<file path="src/rtl/bisqr_o_b_if.sv">
// Stream interface for the bipolar squaring kernel: the input stream, the
// tap select, the squared output stream and the windowed ones-count estimate.
interface bisqr_o_b_if #(
    parameter int DEPLOG_SR = 2,
    parameter int CNT_W     = 8
);
    logic                 en;
    logic [DEPLOG_SR-1:0] randNum;
    logic                 in;
    logic                 out;
    logic [CNT_W:0]       est;
    logic                 est_valid;

    modport master (output en, randNum, in, input out, est, est_valid);
    modport slave  (input en, randNum, in, output out, est, est_valid);
endinterface

</file>
<file path="src/rtl/bisqr_o_b.sv">
// Bipolar unary-stream squarer: out = XNOR(in, decorrelated copy of in).
// The copy comes from an isolator shift register at a selectable tap, and a
// windowed ones-counter turns the output stream back into a binary estimate.
module bisqr_o_b #(
    parameter int DEP_SR    = 4,
    parameter int DEPLOG_SR = 2,
    parameter int CNT_W     = 8
) (
    input logic        clk,
    input logic        rst,
    bisqr_o_b_if.slave s
);
    logic [DEP_SR-1:0] sr;
    logic              tap;
    logic              out_q;
    logic [CNT_W-1:0]  win_cnt;
    logic [CNT_W:0]    ones_cnt;
    logic [CNT_W:0]    est_q;
    logic              est_vld_q;

    // Tap select; out-of-range selects fall back to the oldest bit, sr[0].
    always_comb begin
        tap = sr[0];
        for (int i = 1; i < DEP_SR; i++)
            if (s.randNum == DEPLOG_SR'(i))
                tap = sr[i];
    end

    // Isolator: new bits enter at the top, sr[k] is in delayed by DEP_SR-k.
    always_ff @(posedge clk or posedge rst) begin
        if (rst) begin
            for (int i = 0; i < DEP_SR; i++)
                sr[i] <= 1'(i % 2);
        end else if (s.en) begin
            sr <= {s.in, sr[DEP_SR-1:1]};
        end
    end

    // Bipolar multiply of the stream with its delayed copy.
    always_ff @(posedge clk or posedge rst) begin
        if (rst)
            out_q <= 1'b0;
        else if (s.en)
            out_q <= ~(s.in ^ tap);
    end

    // Window counter: count registered out over 2^CNT_W enabled cycles,
    // publish the total with a one-cycle valid pulse, then restart.
    always_ff @(posedge clk or posedge rst) begin
        if (rst) begin
            win_cnt   <= '0;
            ones_cnt  <= '0;
            est_q     <= '0;
            est_vld_q <= 1'b0;
        end else begin
            est_vld_q <= 1'b0;
            if (s.en) begin
                win_cnt <= win_cnt + 1'b1;
                if (win_cnt == {CNT_W{1'b1}}) begin
                    est_q     <= ones_cnt + {{CNT_W{1'b0}}, out_q};
                    est_vld_q <= 1'b1;
                    ones_cnt  <= '0;
                end else begin
                    ones_cnt  <= ones_cnt + {{CNT_W{1'b0}}, out_q};
                end
            end
        end
    end

    assign s.out       = out_q;
    assign s.est       = est_q;
    assign s.est_valid = est_vld_q;
endmodule
</file>
<file path="src/flat_wrapper.sv">
// flat-port wrapper written by rule: the top's interface ports become plain ports
module bisqr_o_b_flat 
#(
    parameter int DEP_SR    = 4,
    parameter int DEPLOG_SR = 2,
    parameter int CNT_W     = 8
)
  (clk, rst, s_en, s_randNum, s_in, s_out, s_est, s_est_valid);
  bisqr_o_b_if #(.DEPLOG_SR(DEPLOG_SR), .CNT_W(CNT_W)) s_i ();
  input logic clk;
  input logic rst;
  input wire logic [$bits(s_i.en)-1:0] s_en;
  input wire logic [$bits(s_i.randNum)-1:0] s_randNum;
  input wire logic [$bits(s_i.in)-1:0] s_in;
  output wire logic [$bits(s_i.out)-1:0] s_out;
  output wire logic [$bits(s_i.est)-1:0] s_est;
  output wire logic [$bits(s_i.est_valid)-1:0] s_est_valid;
  assign s_i.en = s_en;
  assign s_i.randNum = s_randNum;
  assign s_i.in = s_in;
  assign s_out = s_i.out;
  assign s_est = s_i.est;
  assign s_est_valid = s_i.est_valid;
  bisqr_o_b #(.DEP_SR(DEP_SR), .DEPLOG_SR(DEPLOG_SR), .CNT_W(CNT_W)) u_core (.clk(clk), .rst(rst), .s(s_i));
endmodule
</file>
<file path="config.mk">
export PLATFORM = sky130hd
export DESIGN_NAME = bisqr_o_b_flat
export DESIGN_NICKNAME = d
export VERILOG_FILES = /design/src/rtl/bisqr_o_b_if.sv /design/src/rtl/bisqr_o_b.sv /design/src/flat_wrapper.sv
export SDC_FILE = /design/constraint.sdc
export NUM_CORES = 1
export LEC_CHECK = 0
export BUFFER_PORTS_ARGS = -buffer_cell sky130_fd_sc_hd__buf_2
export CAP_MARGIN = 20
export CORE_MARGIN = 1.5
export CORE_UTILIZATION = 25
export CTS_BUF_LIST = sky130_fd_sc_hd__clkbuf_4
export DETAILED_ROUTE_END_ITERATION = 8
export HOLD_SLACK_MARGIN = 0.06
export PLACE_DENSITY = 0.53
export SYNTH_ARGS = -nofsm -noshare
export SYNTH_HDL_FRONTEND = slang
export SYNTH_SLANG_ARGS = --single-unit
</file>
<file path="constraint.sdc">
create_clock -name clk -period 2.65 [get_ports clk]
set_input_delay 0.1325 -clock clk [delete_from_list [all_inputs] [get_ports clk]]
set_output_delay 0.1325 -clock clk [all_outputs]
set_load 0.02 [all_outputs]
</file>
* Word level (Yosys, flattened, before mapping)
Cells that the tools add are included.
** Cells by class
- Eq/ne operators :: 4
- Muxes and demuxes :: 6
- Bitwise operators :: 2
- Reductions and logical operators :: 1
- Add/sub/neg operators :: 2
** Operator list (number)
- 9-bit by 1-bit adder with 9-bit output :: 1
- 9-bit 2-to-1 mux :: 1
- 8-bit by 1-bit adder with 8-bit output, second input constant :: 1
- 8-bit == test, second input constant :: 1
- 1-bit 2-to-1 mux :: 5
- 2-bit == test, second input constant :: 2
- 2-bit by 1-bit == test with 1-bit output, second input constant :: 1
- 2-bit AND reduction :: 1
- 1-bit inverter :: 1
- 1-bit bitwise XOR :: 1
** Storage, ports and cells
- Register bits after elaboration :: 32
- Input port bits :: 6
- Output and inout port bits :: 11
- Word-level logic and storage cells :: 21

* Depth between registers and ports, before layout
Gate-level depths: netlist of run 1.
- Depth in word-level cells :: 6
- Depth in mapped cells :: 6
- Gate-level depth less buffers :: 6

* Least setup slack after synthesis of run 1
No wires, ideal clock.
- Kind :: register to register
- From :: register u_core.out_q, in the netlist u_core.s.out
- To :: register u_core.est_q[8], in the netlist u_core.s.est[8]
- Stages on the path, launching flop included :: 7
- Period minus slack after synthesis :: 1.616 ns
- Arrival time :: 1.497 ns
- Setup slack :: 1.034 ns
- Data required time :: 2.531 ns
- Setup time :: 0.119 ns
- Buffers on the path :: 0
- Cells stage by stage :: dfrtp_1 > ha_1 > ha_1 > nand2_1 > or3_4 > xor2_1 > o21ai_2
** Between the ends
- Longest elaborated chain between the ends :: 1
** RTL lines
- start, declared :: RTL line bisqr_o_b.sv:15 : logic out_q;
- start signal, assigned :: RTL line bisqr_o_b.sv:44 : out_q <= ~(s.in ^ tap);
- 9-bit by 1-bit adder with 9-bit output :: RTL line bisqr_o_b.sv:60 : est_q <= ones_cnt + {{CNT_W{1'b0}}, out_q};
- end signal, assigned :: RTL line bisqr_o_b.sv:60
- end, declared :: RTL line bisqr_o_b.sv:18 : logic [CNT_W:0] est_q;
No other way between the ends.
A chain may end at the register's enable or synchronous reset.

* Worst setup path in the final report of run 1
- From :: register u_core.win_cnt[0]
- To :: register u_core.est_q[3], in the netlist u_core.s.est[3]
** Between the ends
- Longest elaborated chain between the ends :: 2
** RTL lines
- start, declared :: RTL line bisqr_o_b.sv:16 : logic [CNT_W-1:0] win_cnt;
- start signal, assigned :: RTL line bisqr_o_b.sv:58 : win_cnt <= win_cnt + 1'b1;
- 8-bit == test :: RTL line bisqr_o_b.sv:59 : if (win_cnt == {CNT_W{1'b1}}) begin
- 2-bit AND reduction (no line)
No other way between the ends.

==> results.txt, run 1 <==
- Detail-routed net length per standard cell: 11.4 um
* CTS tree: done
- Part of the cycle the worst path needs: 73.6%
- VDD sags by at most 0.329 mV.
* Via count of the first global-routing pass: 988
- Avg Inst Size Synth: 10.7 um2
- The clock passes through at most 2 buffers.
- Total area of multi-input combinational cells: 646 um2
- Per report_power, the sequential group accounts for 58.1% of the total.
* Lkg Pwr: 0.798 nW
- Clock latency on the worst-skew pair, taken at its later pin, is 0.33 ns.
- Commonest cells after routing, fill and taps aside: sky130_fd_sc_hd__dfrtp_1 (30), sky130_fd_sc_hd__nand2_1 (22), sky130_fd_sc_hd__buf_2 (16), sky130_fd_sc_hd__nor2_1 (15), sky130_fd_sc_hd__o21ai_0 (9)
- Max-cap violations: 0
- TritonCTS created 5 clock buffers.
* Arr. time, crit path: 2.17 ns
- From synthesis to final layout, the design area changed by 15.0%.
- Number of distinct library cells after synthesis: 31
* Number of synthesis warnings: 0
- In this run the worst path has a maximum fanout of 14.
* Setup-failing EPs final: 0
* Critical path cell sequence: ha_1, and4_1, nand2_1, clkinv_1, nor2_1, a21oi_1
- Placement Setup Slack: 0.735 ns
- Cell with the largest stage delay on the worst path: sky130_fd_sc_hd__dfrtp_1
- The run finished with clean final reports.
- Clock Skew: 0.0123 ns
- Power share of the combinational group: 21.3%
- Vias per cell: 4.40
- The internal portion of the total power is 0.000821 W.
- The worst setup path is launched from a register.
- Register area: 803 um2
- The die covers 6420 um2.
- CP max stage delay: 0.42 ns
- Most common library cell in the layout ignoring fill and taps: sky130_fd_sc_hd__dfrtp_1
- In this run the worst hold path is classified as in2reg.
* Worst slew pin tran: 0.490 ns
* Post-layout utilization of the core: 30.5%
- Row generation in the floorplan step produced 27 rows.
* Global-route wire length before repair: 4710 um
* Wirelength, routed: 2660 um
* CTS H-Tree Depth: 2
* Global Route Usage Sum: 9.57%
- Synth Register Bits: 32
- The wire-length estimate of the detail-placed layout is 1810 um.
- For this run, the detailed router's first-pass iteration total came to 4.
- Weighted congestion at the end of routability-driven global placement: 0.701
- For this design the ratio of total power to cell area is 709 nW/um2.
- The worst setup path is captured at a register.
- Worst path setup slack after routing: 0.701 ns
- Die outline width: 80.1 um
- Global routing finished with a remaining overflow of 0.
- The initial antenna violation count came to 0.
- The number of antenna diodes in the final layout is 0.
- After the last flow step, the layout net total stands at 171.
- In this run the remaining antenna-violating nets after routing total 0.
- Clock-pin slew was measured on the worst setup and hold paths at 0.10 ns.
- The filler cells instantiated in the layout total 621.
* CTS sink cnt: 32
- During I/O placement, the number of pins put on the boundary was 17.
* RSZ-0062 raised after global routing: false
- Switching fraction of total power: 32.3%
* Crit path required time: 2.87 ns
- The count of buffers added on input and output ports is 16.
* # DRC: 0
- Number of endpoints with negative hold slack in the final report: 0
* Buffer type at the clock tree root: sky130_fd_sc_hd__clkbuf_4
* Post-synthesis instance area: 1490 um2
- The region available for standard cell placement spans 5610 um2.
- Timing would allow up to 513 MHz.
- Syn Nets: 148
* Initial core utilization: 26.5%
- Synthesis produced a netlist whose cell count is 139.
- Gates resized during post-CTS repair numbered 0.
- Via count: 1,029
- Maximum number of pins on one net before global-route repair: 33
* Seq/Total Area, Yosys: 54.0%
* Height of the chip: 80.1 um
- Part of the power in the clock network: 20.6%
- For this design the total switching power over the nets is 0.000391 W.
* Max-slew violation count: 0
- The detailed router finished its first iteration with 64 violations.
- After layout, the minimum clock period comes to 1.95 ns.
- Critical path class: reg2reg
* Total Neg Setup Slack: 0 ns
- Fraction of final layout cells with drive strength greater than 1: 22.8%
- Relative slew slack: 67.2%
## synth_stat cells, drive strengths merged
cell type	count	share of area [%]
a21oi	3	1.0
nand2	22	5.6
mux4	1	1.5
and2b	1	0.59
dfrtp	30	50
o22ai	2	0.84
inv	4	1.0
a21o	1	0.50
clkinv	1	0.25
nor3	3	1.0
nand4	4	2.1
o311a	1	0.76
nand3	3	1.0
xor2	6	3.5
a22o	5	3.0
dfstp	2	3.5
nor2b	1	0.42
mux2	6	4.5
and3	1	0.42
and4	2	1.2
clkbuf	1	0.25
buf	2	1.1
o21ai	10	3.6
or3	1	0.76
ha	3	2.5
xnor2	8	4.7
nor2	15	3.8
## registers in the layout, summed over array words and instances, names as in the netlist
name,count
u_core.win_cnt,8
u_core.sr,4
u_core.ones_cnt,9
u_core.s.out,1
u_core.s.est,9
u_core.s.est_valid,1
## cell type report
| type | count | share of cell area, % |
|---|---|---|
| clock buffer | 5 | 2.19 |
| inverter | 5 | 1.10 |
| tap | 72 | 5.27 |
| clock inverter | 2 | 0.439 |
| multi-input combinational | 99 | 37.7 |
| sequential | 32 | 47.0 |
| timing repair buffer | 19 | 6.29 |
## logic make-up after synthesis
group	after synthesis	share of synthesized area, %
AND/OR/NAND/NOR	53	16.8
flip-flops	32	54.0
AO/OA/AOI/OAI	22	9.76
XOR/XNOR	14	8.24
buffers and inverters	8	2.61
multiplexers	7	6.06
adder cells (fa/ha/maj)	3	2.52
## critical path: cells and delay by family (launching register included)
kind | cells | cell delay [ns]
buffers and inverters | 1 | 0.37
adder cells (fa/ha/maj) | 1 | 0.25
flip-flops | 1 | 0.42
AND/OR/NAND/NOR | 3 | 0.74
AO/OA/AOI/OAI | 1 | 0.07
## power groups by stage
stage          Combinational (W)  Sequential (W)  Clock [W]
6_report                0.000258        0.000704   0.000250
4_1_cts                 0.000263        0.000703   0.000265
2_1_floorplan           0.000204        0.000693          0
3_3_place_gp            0.000256        0.000709          0
3_5_place_dp            0.000260        0.000713          0
5_1_grt                 0.000302        0.000722   0.000284
## metal layers
metal	wire (um)	track usage (%)
met1	1380	12.5
met2	1120	14.2
met3	128	3.30
met4	40	4.14
met5	0	0
## metrics by stage
stage | cell area (um2) | std cells | hold WS (ns) | total power [W]
CTS | 1710 | 234 | 0.241 | 0.00123
global route | 1710 | 234 | 0.258 | 0.00131
finish | 1710 | 234 | 0.254 | 0.00121
detailed placement | 1650 | 225 | 0.243 | 0.000972
floorplan | 1490 | 139 | 0.247 | 0.000897
global placement | 1650 | 225 | 0.238 | 0.000965
## worst paths after layout
path / end / start / slack [ns] / cells past startpoint
max: u_core.s.est[3] / u_core.win_cnt[0] / 0.70 / 6
min: u_core.ones_cnt[0] / s_en / 0.25 / 3
max reg2reg: u_core.s.est[3] / u_core.win_cnt[0] / 0.70 / 6
min reg2reg: u_core.s.est[6] / u_core.s.est[6] / 0.48 / 2
max in group asynchronous: u_core.sr[1] / rst / 1.91 / 4
min in group asynchronous: u_core.s.est[3] / rst / 0.42 / 4
## what timing repair did
item                                    in CTS  in global routing
setup buffers                                0                  0
endpoints found under the setup margin       0                  0
hold endpoints to repair                    31                  0
hold buffers                                 2                  0
Power figures use the tool's default switching activity.
==> inputs of run 2 (changes only) <==
--- a/config.mk
+++ b/config.mk
@@ -12,7 +12,7 @@
 export CTS_BUF_LIST = sky130_fd_sc_hd__clkbuf_4
 export DETAILED_ROUTE_END_ITERATION = 8
 export HOLD_SLACK_MARGIN = 0.06
-export PLACE_DENSITY = 0.53
+export PLACE_DENSITY = 0.54
 export SYNTH_ARGS = -nofsm -noshare
 export SYNTH_HDL_FRONTEND = slang
 export SYNTH_SLANG_ARGS = --single-unit
==> constraint.sdc (replaced) <==
create_clock -name clk -period 1.6 [get_ports clk]
set_input_delay 0.08 -clock clk [delete_from_list [all_inputs] [get_ports clk]]
set_output_delay 0.08 -clock clk [all_outputs]
set_load 0.02 [all_outputs]
==> run 2 against run 1 <==
Effect of this change: non-clock buffer count up 9; clock skew grew 0.0093 ns; core utilization rose by 2.8 points; sequential share of layout area is 3.9 points lower; critical path depth shrank 1; hold slack worse by 0.13 ns; sequential cell count unchanged.
==> results.txt, run 2 (same netlist as run 1, synthesis figures left out) <==
- Run status: finished, final reports clean
- Setup violations remaining at the end of the flow were counted as 0.
- Antenna-violating nets left: 0
- Buffer type at the clock tree root: sky130_fd_sc_hd__clkbuf_4
- CTS max path bufs: 2
- Wirelength, routed: 3000 um
- CTS tree: done
- Part of the cycle the worst path needs: 93.8%
* HPWL after detailed placement: 2070 um
* Post-layout nets: 180
- The first global-routing pass estimated 5120 um of wire.
* Number of diodes added for antenna fixing: 0
- Cells with a size suffix above 1 make up 34.3% of the layout.
- The number of failing hold endpoints at the final stage came to 0.
- The die covers 6420 um2.
* Lkg Pwr: 0.861 nW
- Internal power comes to 0.00162 W.
* Floorplan row count: 27
- Detail-routed net length per standard cell: 12.3 um
- Largest fanout on the critical path: 3
- The final number of max-transition violations is 0.
- After detailed routing, the number of remaining DRC violations is 0.
- The routed layout has 1,079 vias.
- Setup repair after global routing could not meet its margin everywhere.
- In this run, the clock network consumes 26.6% of the power.
- Clock Skew: 0.0216 ns
* Max-cap violations: 0
- Iteration-0 DRC Markers: 57
* Non-filler cells, final: 244
- For this design the total switching power over the nets is 0.000727 W.
- Measured against its own limit, the worst slew margin works out to 65.1%.
- STA puts the critical path data arrival time at 1.75 ns.
- Clock latency on the worst-skew pair, taken at its later pin, is 0.34 ns.
- The critical path is of the reg2reg type.
- After global routing the overflow that remains totals 0.
- Using the TritonRoute via totals, the vias-per-cell ratio works out to 4.42.
* Initial core utilization: 26.5%
* Area inside the core boundary: 5610 um2
- CTS sink cnt: 32
* Final std cell area, no fill: 1870 um2
- In this run the horizontal extent of the chip is 80.1 um.
* Peak supply drop: 0.483 mV
- Top achievable clock speed: 667 MHz
- Number of antenna violations at the first check in global routing: 0
* Commonest cells after routing, fill and taps aside: sky130_fd_sc_hd__dfrtp_1 (29), sky130_fd_sc_hd__nand2_1 (20), sky130_fd_sc_hd__buf_2 (16), sky130_fd_sc_hd__nor2_1 (14)
- Net switching is 30.9% of the power.
- The floorplan step set the die height to 80.1 um.
- Counting the buffers created by CTS gives 5.
- At the pin with the least slew margin, the transition time is 0.523 ns.
- In this run the tool buffered the top-level ports with 16 buffer cells.
- CTS clk-pin slew, worst paths: 0.13 ns
* Global Route Usage Sum: 10.4%
- The congestion estimate from routability-driven global placement came to 0.654.
* I/O pins: 17
- Power share of the combinational group: 23.7%
- Cells after DPL: 233
* CTS H-Tree Depth: 2
* Post-DP Area: 1720 um2
* HP Class: in2reg
- The library cell used most frequently in the layout, excluding fill and tap cells, is sky130_fd_sc_hd__dfrtp_1.
- Sort of element at the end of the critical path: register
- STA classifies the critical path startpoint as a register.
- Power per cell area: 1260 nW/um2
- Maximum number of pins on one net before global-route repair: 22
* Relative contribution of sequential cells to total power: 49.7%
- The first TritonRoute pass finished after 4 iterations.
- Relative to the synthesized area, the layout overhead comes to 25.6%.
- Time the final worst path needs with I/O delays and setup: 1.50 ns
- The number of global-route vias before repair was 1,067.
* Total power consumption of the routed design: 0.00235 W
- Crit path required time: 1.85 ns
## run 2: area by class of cell
cell class              count  area [um2]
inverters                   5        22.5
well taps                  72        90.1
flip-flops and latches     32         805
multi-input cells          99         683
clock buffers               5        37.5
fillers                   610        3740
repair buffers             28         188
clock inverters             3        42.5
## run 2: worst paths after layout
check                                startpoint                  to  slack, ns  cells after the start
min in group asynchronous                   rst   u_core.win_cnt[6]       0.29                      3
worst max-delay path               u_core.s.out  u_core.ones_cnt[4]        0.1                      5
worst min register to register  u_core.s.est[2]     u_core.s.est[2]       0.48                      2
worst min-delay path                       s_en  u_core.ones_cnt[1]       0.13                      3
worst max register to register     u_core.s.out  u_core.ones_cnt[4]        0.1                      5
max in group asynchronous                   rst        u_core.sr[1]       0.71                      4
## run 2: routing by layer
metal	vias to the layer above	GRT usage, %	part of all wire (%)
met5	-	0	0
met4	0	3.10	0.60
met3	2	3.41	4.5
met2	17	16.2	47
met1	521	13.7	48
li1	539	-	-
## run 2: power groups by stage
stage               combinational (W)  clock, W  sequential [W]
floorplan                    0.000339         0         0.00115
global placement             0.000498         0         0.00116
detailed placement           0.000511         0         0.00117
CTS                          0.000517  0.000651         0.00116
global route                 0.000633  0.000697         0.00120
finish                       0.000558  0.000626         0.00117
## run 2: stage by stage
step	hold slack (ns)	setup TNS, ns	util [%]	setup slack [ns]
after floorplan	0.195	0	-	0.0164
after global placement	0.140	0	30.7	0.0309
after detailed placement	0.144	0	30.7	0.0301
after CTS	0.110	0	32.4	0.0197
after global routing	0.117	-0.0147	33.3	-0.0109
final	0.128	0	33.3	0.0997
## run 2: repair_timing
action                                  CTS  global route
setup buffers                             0             1
endpoints found under the setup margin    0            13
hold buffers                              2             0
endpoints found under the hold margin    12             0
resized for setup                         0            10
## run 2: critical path, cell delays in order, from the launching register on
cell,delay [ns]
sky130_fd_sc_hd__dfrtp_2,0.43
sky130_fd_sc_hd__ha_2,0.22
sky130_fd_sc_hd__ha_4,0.17
sky130_fd_sc_hd__and3_1,0.20
sky130_fd_sc_hd__and2b_2,0.20
sky130_fd_sc_hd__a22o_2,0.20
==> inputs of run 3 (changes only) <==
--- a/config.mk
+++ b/config.mk
@@ -5,9 +5,9 @@
 export SDC_FILE = /design/constraint.sdc
 export NUM_CORES = 1
 export LEC_CHECK = 0
+export ABC_AREA = 0
 export BUFFER_PORTS_ARGS = -buffer_cell sky130_fd_sc_hd__buf_2
-export CAP_MARGIN = 20
-export CORE_MARGIN = 1.5
+export CORE_MARGIN = 4
 export CORE_UTILIZATION = 25
 export CTS_BUF_LIST = sky130_fd_sc_hd__clkbuf_4
 export DETAILED_ROUTE_END_ITERATION = 8
==> run 3 against run 2 <==
Effect of this change: core utilization decreased by 0.91 points; clock-buffer cell count is 1 higher; global-route usage fell by 1.3 points; cell count is 0.41% lower; die area up 13%; via count rose by 1.4%.
==> results.txt, run 3 (same netlist as run 1, synthesis figures left out) <==
- Iteration-0 DRC Markers: 49
* Max-cap violations: 0
- Peak supply drop: 0.647 mV
- Buffers added to address setup during post-CTS repair amount to 0.
* # DRC: 0
* Relative slew slack: 72.5%
* Total Neg Setup Slack: 0 ns
- HP Class: in2reg
- Power spread over the standard cell area amounts to 1250 nW/um2.
- In this run the tool buffered the top-level ports with 16 buffer cells.
- Dividing the detail-routed via count by the number of cells gives 4.50.
- Reg-to-Reg End: u_core.ones_cnt[4]
- Clock-pin slew was measured on the worst setup and hold paths at 0.11 ns.
* Worst slew pin tran: 0.413 ns
- Via count of the first global-routing pass: 1,160
- Crit path required time: 1.83 ns
* R2R setup slack: 0.06 ns
- In this run the worst path has a maximum fanout of 3.
- Number of filler cells placed in the layout: 592
- In this run the most critical hold path is launched from s_en.
- Number of detailed-route iterations in the first pass: 7
- The post-route netlist has 32.2% of its cells at a drive strength greater than 1.
* RSZ-0062 raised after global routing: false
* Post-layout nets: 179
- Die outline width: 85.1 um
- Number of endpoints with negative hold slack in the final report: 0
- I/O pins: 17
- 0 antenna diodes ended up in the layout.
- The floorplan has 27 rows.
- At the end of routability-driven placement, the weighted congestion stood at 0.716.
- Antenna-violating nets left: 0
- Arr. time, crit path: 1.77 ns
* Via count: 1,094
- On the worst path, the slowest cell contributes a delay of 0.43 ns.
* Full die area: 7250 um2
* Detail-routed net length per standard cell: 11.8 um
* HPWL after detailed placement: 1990 um
* Critical path class: reg2reg
* CTS max path bufs: 2
* Sort of element at the end of the critical path: register
* Latest clock arrival within the worst-skew pair: 0.33 ns
* Buffer type at the clock tree root: sky130_fd_sc_hd__clkbuf_4
- Global-route wire length before repair: 5290 um
* Post-layout utilization of the core: 32.4%
* Cell with the largest stage delay on the worst path: sky130_fd_sc_hd__dfrtp_2
- Maximum number of pins on one net before global-route repair: 33
- Number of cell instances on the worst register-to-register path: 5
* Clock Skew: 0.0161 ns
- Max-slew violation count: 0
* Global Route Usage Sum: 9.14%
- Sum of buffers and inverters on the critical path: 0
- Of the available clock period, the critical path in the final layout requires 96.1%.
- The core region is 5640 um2.
- Wirelength, routed: 2860 um
* CTS tree: done
- Destination of the worst hold path: u_core.ones_cnt[1]
- Most common library cell in the layout ignoring fill and taps: sky130_fd_sc_hd__dfrtp_1
* Reg2reg start: u_core.s.out
- In this run the vertical extent of the chip is 85.1 um.
- Timing would allow up to 651 MHz.
* Number of stages on the worst hold path: 3
- In this run the number of H-tree levels came out at 2.
- The clock net in this run drives a total of 32 sinks.
* Global-route congestion overflow total: 0
- Area growth, synth to finish: 22.9%
- Largest delay contributor family on the critical path: adder cells
- Setup violations remaining at the end of the flow were counted as 0.
- Run status: finished, final reports clean
- Critical path cell sequence: ha_1, ha_2, and3_1, and2b_2, a22o_2
- For the finished layout, the period the worst path requires is 1.54 ns.
- Clock buffers created by TritonCTS: 5
* Initial core utilization: 26.4%
* Number of antenna violations at the first check in global routing: 0
* Startpoint type of the worst setup path: register
- Lkg Pwr: 0.855 nW
- In the layout the commonest cells are sky130_fd_sc_hd__dfrtp_1 (29), sky130_fd_sc_hd__nand2_1 (20), sky130_fd_sc_hd__buf_2 (16), sky130_fd_sc_hd__nor2_1 (15).
==> run 3: changes by cell type in the layout (fill, tap and decap cells not counted), sizes merged <==
cell / before / now
clkinvlp: 2 / 1
buf: 26 / 25
clkbuf: 5 / 6
==> run 3: area by class of cell <==
| class | instances | area [um2] | area share, % |
|---|---|---|---|
| clock inverter | 2 | 35.0 | 1.92 |
| timing repair buffer | 27 | 168 | 9.17 |
| clock buffer | 6 | 45.0 | 2.46 |
| multi-input combinational | 99 | 663 | 36.3 |
| tap | 72 | 90.1 | 4.93 |
| inverter | 5 | 22.5 | 1.23 |
| sequential | 32 | 805 | 44.0 |
==> run 3: worst max path at each step <==
| stage | startpoint | to | depth (start not counted) | slack (ns) |
|---|---|---|---|---|
| 2_1_floorplan | u_core.s.out | u_core.ones_cnt[4] | 5 | 0.02 |
| 3_3_place_gp | u_core.win_cnt[0] | u_core.ones_cnt[4] | 6 | 0.04 |
| 3_5_place_dp | u_core.s.out | u_core.s.est[8] | 6 | 0.03 |
| 4_1_cts | u_core.s.out | u_core.s.est[8] | 6 | 0.03 |
| 5_1_grt | u_core.win_cnt[0] | u_core.s.est[4] | 7 | 0.002 |
| 6_report | u_core.s.out | u_core.ones_cnt[4] | 5 | 0.06 |
==> run 3: stage by stage <==
stage               area (um2)  hold WS, ns  total power, W  instances  setup slack, ns
CTS                       1810        0.122         0.00232        243           0.0299
floorplan                 1490        0.195         0.00149        139           0.0164
global placement          1710        0.188         0.00165        233           0.0420
global route              1830        0.147         0.00246        243          0.00160
finish                    1830        0.138         0.00228        243           0.0629
detailed placement        1710        0.189         0.00168        233           0.0267
==> run 3: power breakdown <==
group | leakage (nW) | total [W] | switching, W | internal [W]
combinational | 0.396 | 0.000508 | 0.000227 | 0.000281
clock | 0.0456 | 0.000616 | 0.000271 | 0.000345
sequential | 0.414 | 0.00116 | 0.000174 | 0.000983
==> run 3: what timing repair did <==
item                                    4_1_cts  5_1_grt
endpoints found under the setup margin        0       12
hold buffers                                  2        0
gates resized for setup                       0        6
hold endpoints to repair                     31        0
==> run 3: worst min-delay path: stages <==
cell	delay (ns)
sky130_fd_sc_hd__buf_2	0.20
sky130_fd_sc_hd__nand2_1	0.09
sky130_fd_sc_hd__o22ai_1	0.06
==> run 3: routing by layer <==
layer,up-vias,share of wire (%),GRT usage (%)
met3,5,4.2,2.62
li1,540,-,-
met2,23,50,15.5
met1,526,45,11.1
met4,0,0.74,3.02
met5,-,0,0
